===== config.mk =====
export PLATFORM = sky130hd
export DESIGN_NAME = rng
export DESIGN_NICKNAME = d
export VERILOG_FILES = /design/src/rtl/rng.sv
export SDC_FILE = /design/constraint.sdc
export NUM_CORES = 1
export LEC_CHECK = 0
export BUFFER_PORTS_ARGS = -buffer_cell sky130_fd_sc_hd__buf_4
export CAP_MARGIN = 25
export CORE_MARGIN = 2
export CORE_UTILIZATION = 65
export CTS_BUF_LIST = sky130_fd_sc_hd__clkbuf_16
export DETAILED_ROUTE_END_ITERATION = 8
export GPL_TIMING_DRIVEN = 0
export PLACE_DENSITY_LB_ADDON = 0.05
export SLEW_MARGIN = 10
export SYNTH_ARGS = -nofsm -noshare
export SYNTH_HDL_FRONTEND = slang
export SYNTH_SLANG_ARGS = --single-unit

===== constraint.sdc =====
create_clock -name clk -period 8.4 [get_ports clk]
set_input_delay 0.42 -clock clk [delete_from_list [all_inputs] [get_ports clk]]
set_output_delay 0.42 -clock clk [all_outputs]
set_load 0.1 [all_outputs]

===== src/rtl/rng.sv =====
// Free-running pseudo-random source: 16-bit maximal-length LFSR mapped into [OFFSET, MAX_VALUE-1].
// Define RNG_NO_REPEAT_EN to guarantee that consecutive outputs differ.
module rng #(
   parameter int OFFSET    = 0,
   parameter int MAX_VALUE = 1223,
   parameter int SEED      = 42
) (
   input  logic                         clk,
   input  logic                         rst_n,
   output logic [$clog2(MAX_VALUE)-1:0] random_value
);

   localparam int W = $clog2(MAX_VALUE);
   localparam int RANGE = MAX_VALUE - OFFSET;

   // A zero seed would lock the LFSR, so it is swapped for a known non-zero state
   localparam logic [15:0] SEED_INIT = (16'(SEED) == 16'd0) ? 16'hACE1 : 16'(SEED);
   localparam logic [15:0] RANGE16   = 16'(RANGE);
   localparam logic [W-1:0] OFFSET_W = W'(OFFSET);
   localparam logic [W-1:0] TOP_W    = W'(MAX_VALUE - 1);

   logic [15:0]  lfsr;
   logic [15:0]  lfsr_next;
   logic         fb;
   logic [15:0]  mod_val;
   logic [W-1:0] candidate;
   logic [W-1:0] mapped;

   always_comb begin
      fb        = lfsr[15] ^ lfsr[13] ^ lfsr[12] ^ lfsr[10];
      lfsr_next = {lfsr[14:0], fb};
      mod_val   = lfsr_next % RANGE16;
      // mod_val < RANGE, so the sum stays below MAX_VALUE and fits in W bits
      candidate = OFFSET_W + W'(mod_val);
`ifdef RNG_NO_REPEAT_EN
      mapped = candidate;
      if (candidate == random_value) begin
         mapped = (candidate == TOP_W) ? OFFSET_W : candidate + W'(1);
      end
`else
      mapped = candidate;
`endif
   end

   always_ff @(posedge clk) begin
      if (!rst_n) begin
         lfsr         <= SEED_INIT;
         random_value <= OFFSET_W;
      end else begin
         lfsr         <= lfsr_next;
         random_value <= mapped;
      end
   end

endmodule


==> results of run 1 <==
per-stage QoR:
step                      cell area, um^2  std cells  utilization  hold slack (ps)
after floorplan                      4192        544            -            547.3
after detailed placement             4378        633       0.6974            591.4
after global placement               4378        633       0.6974            567.9
after CTS                            4462        637       0.7108            447.8
after global routing                 4484        637       0.7144            446.0
final                                4484        637       0.7144            456.8
power by group:
part	internal [mW]	switching, mW	leakage [nW]
combinational	0.0551	0.118	1.38
sequential	0.135	0.00367	0.222
clock	0.0659	0.0462	0.0415
total	0.256	0.168	1.64
sequential cells by signal (all words and copies together), names as in the netlist:
register / cells
lfsr: 16
random_value: 11
layout by cell type (no fill, tap or decap), types with 9 or more instances in the layout:
master    count
a21oi_1      38
and2_1       14
and3_1       12
buf_4        17
clkbuf_1     10
dfxtp_1      27
mux2i_1      10
nand2_1      51
nand3_1      22
nand4_1      11
nor2_1       39
nor3_1       14
o211ai_1     13
o21ai_0      20
xnor2_1      27
xor2_1        9
path summary, 6_finish.rpt:
path              startpoint         endpoint  slack, ps  depth (start not counted)
setup / recovery     lfsr[5]  random_value[3]        520                         28
hold / removal         rst_n          lfsr[6]        460                          2
setup reg to reg     lfsr[5]  random_value[3]        520                         28
hold reg to reg     lfsr[13]         lfsr[14]        610                          2
logic make-up (layout without fill, tap and decap cells):
family                   after synthesis  count (layout)  synth area share
AO/OA/AOI/OAI                        209             209            0.4018
multiplexers                          17              17           0.04627
AND/OR/NAND/NOR                      205             205            0.2600
flip-flops                            27              27            0.1290
XOR/XNOR                              42              42           0.09821
adder cells (fa/ha/maj)                6               6           0.01642
buffers and inverters                 38              54           0.04836
final cells by class:
cell class | instances | area (um^2)
Buffer | 28 | 165.2
Clock buffer | 3 | 75.07
Clock inverter | 1 | 8.758
Fill cell | 519 | 1793
Inverter | 10 | 37.54
Multi-Input combinational cell | 479 | 3471
Sequential cell | 27 | 540.5
Tap cell | 77 | 96.34
Timing Repair Buffer | 12 | 90.09
worst max-delay path, delay by kind of cell (launching register included):
| family | cells | cell delay, ps |
|---|---|---|
| AO/OA/AOI/OAI | 12 | 3430 |
| AND/OR/NAND/NOR | 9 | 2460 |
| adder cells (fa/ha/maj) | 3 | 850 |
| flip-flops | 1 | 380 |
| XOR/XNOR | 2 | 370 |
| buffers and inverters | 2 | 330 |
per-layer routing:
| metal | share of wire | global-route usage | routed length, um | vias up |
|---|---|---|---|---|
| met3 | 0.084 | 0.04130 | 1029 | 35 |
| met5 | 0 | 0 | 0 | - |
| met1 | 0.44 | 0.4784 | 5326 | 2177 |
| met4 | 0.028 | 0.1129 | 348 | 0 |
| met2 | 0.45 | 0.5491 | 5525 | 241 |
| li1 | - | - | - | 2153 |
Yosys cell counts (all sizes together), types with 11 or more instances:
cell type	n
nand2	53
nor2	44
a21oi	40
xnor2	31
o21ai	30
dfxtp	27
nand3	23
buf	17
nor3	16
o211ai	16
and2	15
and3	13
nand4	12
a211oi	11
clkbuf	11
mux2i	11
repair_timing:
action,in CTS,in global routing
endpoints found under the setup margin,0,11
hold buffers,0,0
gates resized for setup,0,5
==> results_dict.tcl, run 1 <==
set metrics [dict create \
    yosys_register_bits 27 \
    yosysUniqueCellTypes 112 \
    crit_path_end_kind "register" \
    synthCells 544 \
    status "finished clean" \
    placementRows 29 \
    first_iter_violations 512 \
    fin_crit_ps 7875 \
    finalPower_mw 0.4241 \
    fmax_ghz 0.1270 \
    nNetsFinal 566 \
    drtAntennaViolNets 0 \
    irDropWorstVdd_v 0.0001588 \
    ys.flop_type "dfxtp_1" \
    drc 0 \
    hold_viol 0 \
    grtUsageTotal 0.3428 \
    synth.cell_area_mm2 0.004192 \
    grt_pass1_vias 4160 \
    ys_seq_area_frac 0.1290 \
    die_y_um 84.30 \
    power.density_mw_per_mm2 94.57 \
    start_kind "register" \
    cts.sinks 27 \
    globalplace.congestion 0.9935 \
    async_flop_share 0 \
    place_worst_setup_slack_ps 303.7 \
    viasPerCell 7.231 \
    drv_cap 0 \
    crit_path_frequent_cell "ha_1" \
    postCtsSetupBuffers 0 \
    numCtsBuffers 3 \
    ctsLongestPathBuffers 2 \
    grt_remaining_overflow 0 \
    synth_top_area_share 0.1290 \
    p_leak_nw 1.645 \
    synth-edff-count 0 \
    drv_slew 0 \
    dp_hpwl_mm 9.576 \
    fin_skew_ps 2.755 \
    n_antenna_cell 0 \
    wire_per_inst_um 19.20 \
    maxSlewHeadroom 0.5014 \
    critPathRequiredTime_ps 8610 \
    path_clk_slew_ps 70 \
    start_util 0.6677 \
    setup_slack_ps 524.7 \
    rsz0062_at_grt "false" \
    slowest_stage "or4b_1" \
    finalSetupTns_ps 0 \
    ys_top_cells_by_area "dfxtp_1, xnor2_1, nand2_1" \
    slowest_delay_ps 540 \
    grt_antenna_before_repair 0 \
    insertion_delay_ps 260 \
    period_share 0.9375 \
    synth.largest_area_cell "dfxtp_1" \
    root_buffer "clkbuf_16" \
    grt_first_pass_wirelength_mm 20.36 \
    core_mm2 0.006277 \
    syn2layout_area_growth_pct 6.985 \
    path_max_fanout 10 \
    tightest_slew_ps 738.6 \
    cp.arrival_ps 8090 \
    drive_above_1_share 0.1893 \
    final-setup-viol-count 0 \
    synth_nets 549 \
    io_pins 13 \
    wirelength_mm 12.23 \
    cts_tree "done" \
    syn_area_per_cell_um2 7.705 \
    grt_start_max_net_pins 18 \
    vias 4606 \
    hold_class "input pin to register" \
    port_buffers 12 \
    fp.dieW_um 84.30 \
    ctsHtreeMaxLevel 1 \
    critPathKind "register to register" \
    die_area_mm2 0.007106 \
    firstDrtPassIters 5 \
    yosys_warnings 0 \
]
Power figures use the tool's default switching activity.
==> inputs of run 2 (changes only) <==
--- a/config.mk
+++ b/config.mk
@@ -7,8 +7,10 @@
 export LEC_CHECK = 0
 export BUFFER_PORTS_ARGS = -buffer_cell sky130_fd_sc_hd__buf_4
 export CAP_MARGIN = 25
-export CORE_MARGIN = 2
-export CORE_UTILIZATION = 65
+export CELL_PAD_IN_SITES_DETAIL_PLACEMENT = 1
+export CELL_PAD_IN_SITES_GLOBAL_PLACEMENT = 2
+export CORE_MARGIN = 1.5
+export CORE_UTILIZATION = 39
 export CTS_BUF_LIST = sky130_fd_sc_hd__clkbuf_16
 export DETAILED_ROUTE_END_ITERATION = 8
 export GPL_TIMING_DRIVEN = 0
==> run 2 against run 1 <==
Effect of this change:
- clock skew is essentially flat
- utilization shrank 27 points
- register-to-register slack got worse by 20 ps
- clock power barely moved
- highest routed layer unchanged
- critical path type unchanged
- final area rose by 2.5%
==> results_dict.tcl, run 2 (synthesis results as in run 1) <==
set metrics [dict create \
    drv_slew 0 \
    core_mm2 0.01037 \
    place_area_mm2 0.004452 \
    path_max_fanout 10 \
    dpl.cell_count 692 \
    grt_remaining_overflow 0 \
    cts_tree "done" \
    start_kind "register" \
    cp.arrival_ps 8110 \
    cts.sinks 27 \
    final_common_cell "nand2_1" \
    path_clk_slew_ps 70 \
    timing.rr.end "random_value[3]" \
    grtUsageTotal 0.2576 \
    syn2layout_area_growth_pct 9.642 \
    crit_path_end_kind "register" \
    start_util 0.4042 \
    drv_cap 0 \
    vias 4509 \
    first_iter_violations 277 \
    p_leak_nw 1.661 \
    slowest_stage "a2111o_1" \
    tightest_slew_ps 763.3 \
    die_area_mm2 0.01138 \
    ctsLongestPathBuffers 2 \
    status "finished clean" \
    grt_pass1_vias 4349 \
    insertion_delay_ps 270 \
    wire_per_inst_um 20.69 \
    final_cell_area_mm2 0.004596 \
    numCtsBuffers 3 \
    power.density_mw_per_mm2 93.67 \
    die_y_um 106.7 \
    fmax_ghz 0.1266 \
    hold_viol 0 \
    layout_common_cells "nand2_1, nor2_1, a21oi_1" \
    drtAntennaViolNets 0 \
    hp-start "rst_n" \
    top_register "lfsr" \
    root_buffer "clkbuf_16" \
    firstDrtPassIters 4 \
    final_cells 699 \
    top_regs "lfsr x16, random_value x11" \
    critPathKind "register to register" \
    period_share 0.9405 \
    drc 0 \
    dp_hpwl_mm 11.70 \
    hold_end "lfsr[15]" \
    maxSlewHeadroom 0.4847 \
    drive_above_1_share 0.1989 \
    nNetsFinal 569 \
    crit_path_frequent_cell "ha_1" \
    grt_antenna_before_repair 0 \
    fin_crit_ps 7900 \
    io_pins 13 \
    globalplace.congestion 0.8291 \
    ctsHtreeMaxLevel 1 \
    viasPerCell 6.451 \
    rr_worst_depth 28 \
    r2r_start "lfsr[5]" \
    timing.hold.ws_ps 449.8 \
    slowest_delay_ps 520 \
    wirelength_mm 14.46 \
    largest_reg_flops 16 \
    critPathRequiredTime_ps 8610 \
    irDropWorstVdd_v 0.0001292 \
    placementRows 37 \
    r2r_slack_ps 500 \
    grt_first_pass_wirelength_mm 23.50 \
    grt_start_max_net_pins 18 \
    hold_depth 2 \
    fin_skew_ps 2.630 \
    final-setup-viol-count 0 \
    hold_class "input pin to register" \
    fp.dieW_um 106.7 \
    n_antenna_cell 0 \
    port_buffers 12 \
]
run 2: changes by cell type in the layout (fill, tap and decap cells not counted), sizes merged:
cell / previous run / this run
buf: 29 / 32
run 2: metrics by stage:
step                        util  setup TNS, ps  power, mW  setup slack (ps)
after global placement    0.4293              0     0.3128             69.08
after CTS                 0.4376              0     0.4309             149.0
after detailed placement  0.4293         -106.8     0.3155            -73.68
after global routing      0.4432         -14.93     0.4545            -8.141
final                     0.4432              0     0.4305             499.9
after floorplan                -              0     0.2771              1346
run 2: worst max-delay path, delay by kind of cell (launching register included):
family	cells	cell delay [ps]
AO/OA/AOI/OAI	12	3240
buffers and inverters	2	340
adder cells (fa/ha/maj)	3	870
XOR/XNOR	2	370
flip-flops	1	380
AND/OR/NAND/NOR	9	2620
run 2: worst max path at each step:
stage                   from               to  slack [ps]
floorplan            lfsr[9]  random_value[3]        1350
global placement    lfsr[13]  random_value[3]          70
detailed placement  lfsr[13]  random_value[3]         -70
CTS                 lfsr[13]  random_value[3]         150
global route        lfsr[13]  random_value[3]          -8
finish               lfsr[5]  random_value[3]         500
run 2: where the power goes:
group	switching (mW)	internal, mW	total [mW]
registers	0.00368	0.135	0.139
logic	0.122	0.0561	0.178
clock network	0.0481	0.0660	0.114
run 2: final cells by class:
class / count / area, um^2
fillers: 1320 / 5774
clock inverters: 1 / 8.758
well taps: 136 / 170.2
multi-input cells: 479 / 3486
clock buffers: 3 / 75.07
plain buffers: 28 / 165.2
inverters: 10 / 37.54
repair buffers: 15 / 112.6
flip-flops and latches: 27 / 540.5
run 2: timing repair:
| item | CTS | global route |
|---|---|---|
| gates resized for setup | 1 | 8 |
| setup endpoints to repair | 4 | 11 |
| pin swaps | 0 | 1 |
| setup buffers | 0 | 3 |
| gates cloned | 0 | 0 |
| hold buffers | 0 | 0 |
run 2: layer usage:
metal  GRT usage  part of all wire
met5           0                 0
met4     0.05238             0.013
met3    0.009726             0.024
met2      0.4103              0.44
met1      0.3846              0.53
==> inputs of run 3 (changes only) <==
--- a/config.mk
+++ b/config.mk
@@ -9,6 +9,7 @@
 export CAP_MARGIN = 25
 export CELL_PAD_IN_SITES_DETAIL_PLACEMENT = 1
 export CELL_PAD_IN_SITES_GLOBAL_PLACEMENT = 2
+export CORE_ASPECT_RATIO = 0.5
 export CORE_MARGIN = 1.5
 export CORE_UTILIZATION = 39
 export CTS_BUF_LIST = sky130_fd_sc_hd__clkbuf_16
==> run 3 against run 2 <==
Effect of this change:
- via count decreased by 2.6%
- global-route usage decreased by 0.72 points
- hold slack improved by 36 ps
- clock skew increased by 1.5 ps
- non-clock buffer count decreased by 3
- sequential power about the same
- wire length decreased by 1.5%
- sequential share of layout area increased by 0.077 points
- setup slack got worse by 98 ps
- critical path depth increased by 2
- die area increased by 0.33%
- sequential cell count unchanged
==> results_dict.tcl, run 3 (synthesis results as in run 1) <==
set metrics [dict create \
    post-route-util 0.4427 \
    drv_cap 0 \
    dpl.cell_count 696 \
    root_buffer "clkbuf_16" \
    drive_above_1_share 0.1893 \
    vias 4390 \
    die_y_um 76.31 \
    globalplace.congestion 0.8124 \
    ctsHtreeMaxLevel 1 \
    grt_start_max_net_pins 15 \
    critPathKind "register to register" \
    fmax_ghz 0.1250 \
    final_cells 700 \
    wire_per_inst_um 20.34 \
    period_share 0.9522 \
    grt_first_pass_wirelength_mm 22.93 \
    grtUsageTotal 0.2504 \
    nNetsFinal 566 \
    cts.sinks 27 \
    postCtsHoldBufs 0 \
    fin_crit_ps 7998 \
    drc 0 \
    grt_pass1_vias 4299 \
    viasPerCell 6.271 \
    top_register "lfsr" \
    cp.arrival_ps 8190 \
    maxSlewHeadroom 0.3983 \
    cts_resized 1 \
    largest_reg_flops 16 \
    syn2layout_area_growth_pct 8.925 \
    fp.dieW_um 149.6 \
    power.density_mw_per_mm2 94.31 \
    cts_tree "done" \
    start_kind "register" \
    numCtsBuffers 3 \
    slowest_stage "or4b_1" \
    n_antenna_cell 0 \
    path_clk_slew_ps 70 \
    core_mm2 0.01031 \
    first_iter_violations 276 \
    slowest_delay_ps 540 \
    ctsLongestPathBuffers 2 \
    crit_path_end_kind "register" \
    final_common_cell "nand2_1" \
    grt_remaining_overflow 0 \
    final-setup-viol-count 0 \
    insertion_delay_ps 270 \
    hold_class "input pin to register" \
    placementRows 26 \
    postCtsSetupBuffers 0 \
    critPathRequiredTime_ps 8600 \
    wirelength_mm 14.24 \
    place_worst_setup_slack_ps 22.16 \
    path_max_fanout 10 \
    finalSetupTns_ps 0 \
    io_pins 13 \
    die_area_mm2 0.01142 \
    tightest_slew_ps 902.6 \
    status "finished clean" \
    hold_viol 0 \
    start_util 0.4065 \
    rsz0062_at_grt "false" \
    drtAntennaViolNets 0 \
    setup_slack_ps 401.9 \
    grt_antenna_before_repair 0 \
    drv_slew 0 \
    fin_skew_ps 4.084 \
    port_buffers 12 \
    crit_path_frequent_cell "xnor2_1" \
    p_leak_nw 1.647 \
    layout_common_cells "nand2_1, nor2_1, a21oi_1" \
    irDropWorstVdd_v 0.00008417 \
    dp_hpwl_mm 11.21 \
    firstDrtPassIters 5 \
    top_regs "lfsr x16, random_value x11" \
]
run 3: cell types whose count changed in the layout (fill, tap and decap cells not counted):
cell / previous run / this run
inv_6: 1 / 0
inv_1: 8 / 9
a21oi_1: 36 / 38
a21oi_2: 3 / 1
buf_4: 20 / 17
run 3: where the power goes:
group	switching (mW)	total, mW	internal (mW)
Sequential	0.00356	0.138	0.135
Clock	0.0506	0.115	0.0641
Combinational	0.122	0.177	0.0550
Total	0.177	0.431	0.254
run 3: worst paths after layout:
check                           slack [ps]         endpoint     start  cells after the start
worst max-delay path                   400  random_value[2]  lfsr[13]                     30
worst min-delay path                   490          lfsr[7]     rst_n                      2
worst max register to register         400  random_value[2]  lfsr[13]                     30
worst min register to register         610         lfsr[14]  lfsr[13]                      2
run 3: final cells by class:
cell class	count	area, um^2
clock buffer	3	75.07
tap	140	175.2
clock inverter	1	3.754
buffer	28	165.2
timing repair buffer	12	90.09
fill	1306	5747
multi-input combinational	479	3478
inverter	10	37.54
sequential	27	540.5
run 3: metrics by stage:
step	total power [mW]	hold WS, ps	area (um^2)
floorplan	0.2771	547.3	4192
global placement	0.3153	572.9	4457
detailed placement	0.3162	600.4	4457
CTS	0.4347	488.1	4543
global route	0.4550	499.8	4566
finish	0.4306	485.4	4566
run 3: critical path, delay by kind of cell, from the launching register on:
family          cells  cell delay (ps)
compound gates     11             3050
xor+xnor            4             1030
fa+ha+maj           2              530
buf+inv             5             1070
flops               1              300
simple gates        8             1910
run 3: layer usage:
metal / vias up / track usage / wire length [um]
met2: 80 / 0.3972 / 6316
met1: 2168 / 0.3723 / 7155
met3: 4 / 0.03054 / 724
met4: 0 / 0.01980 / 43
li1: 2138 / - / -
met5: - / 0 / 0
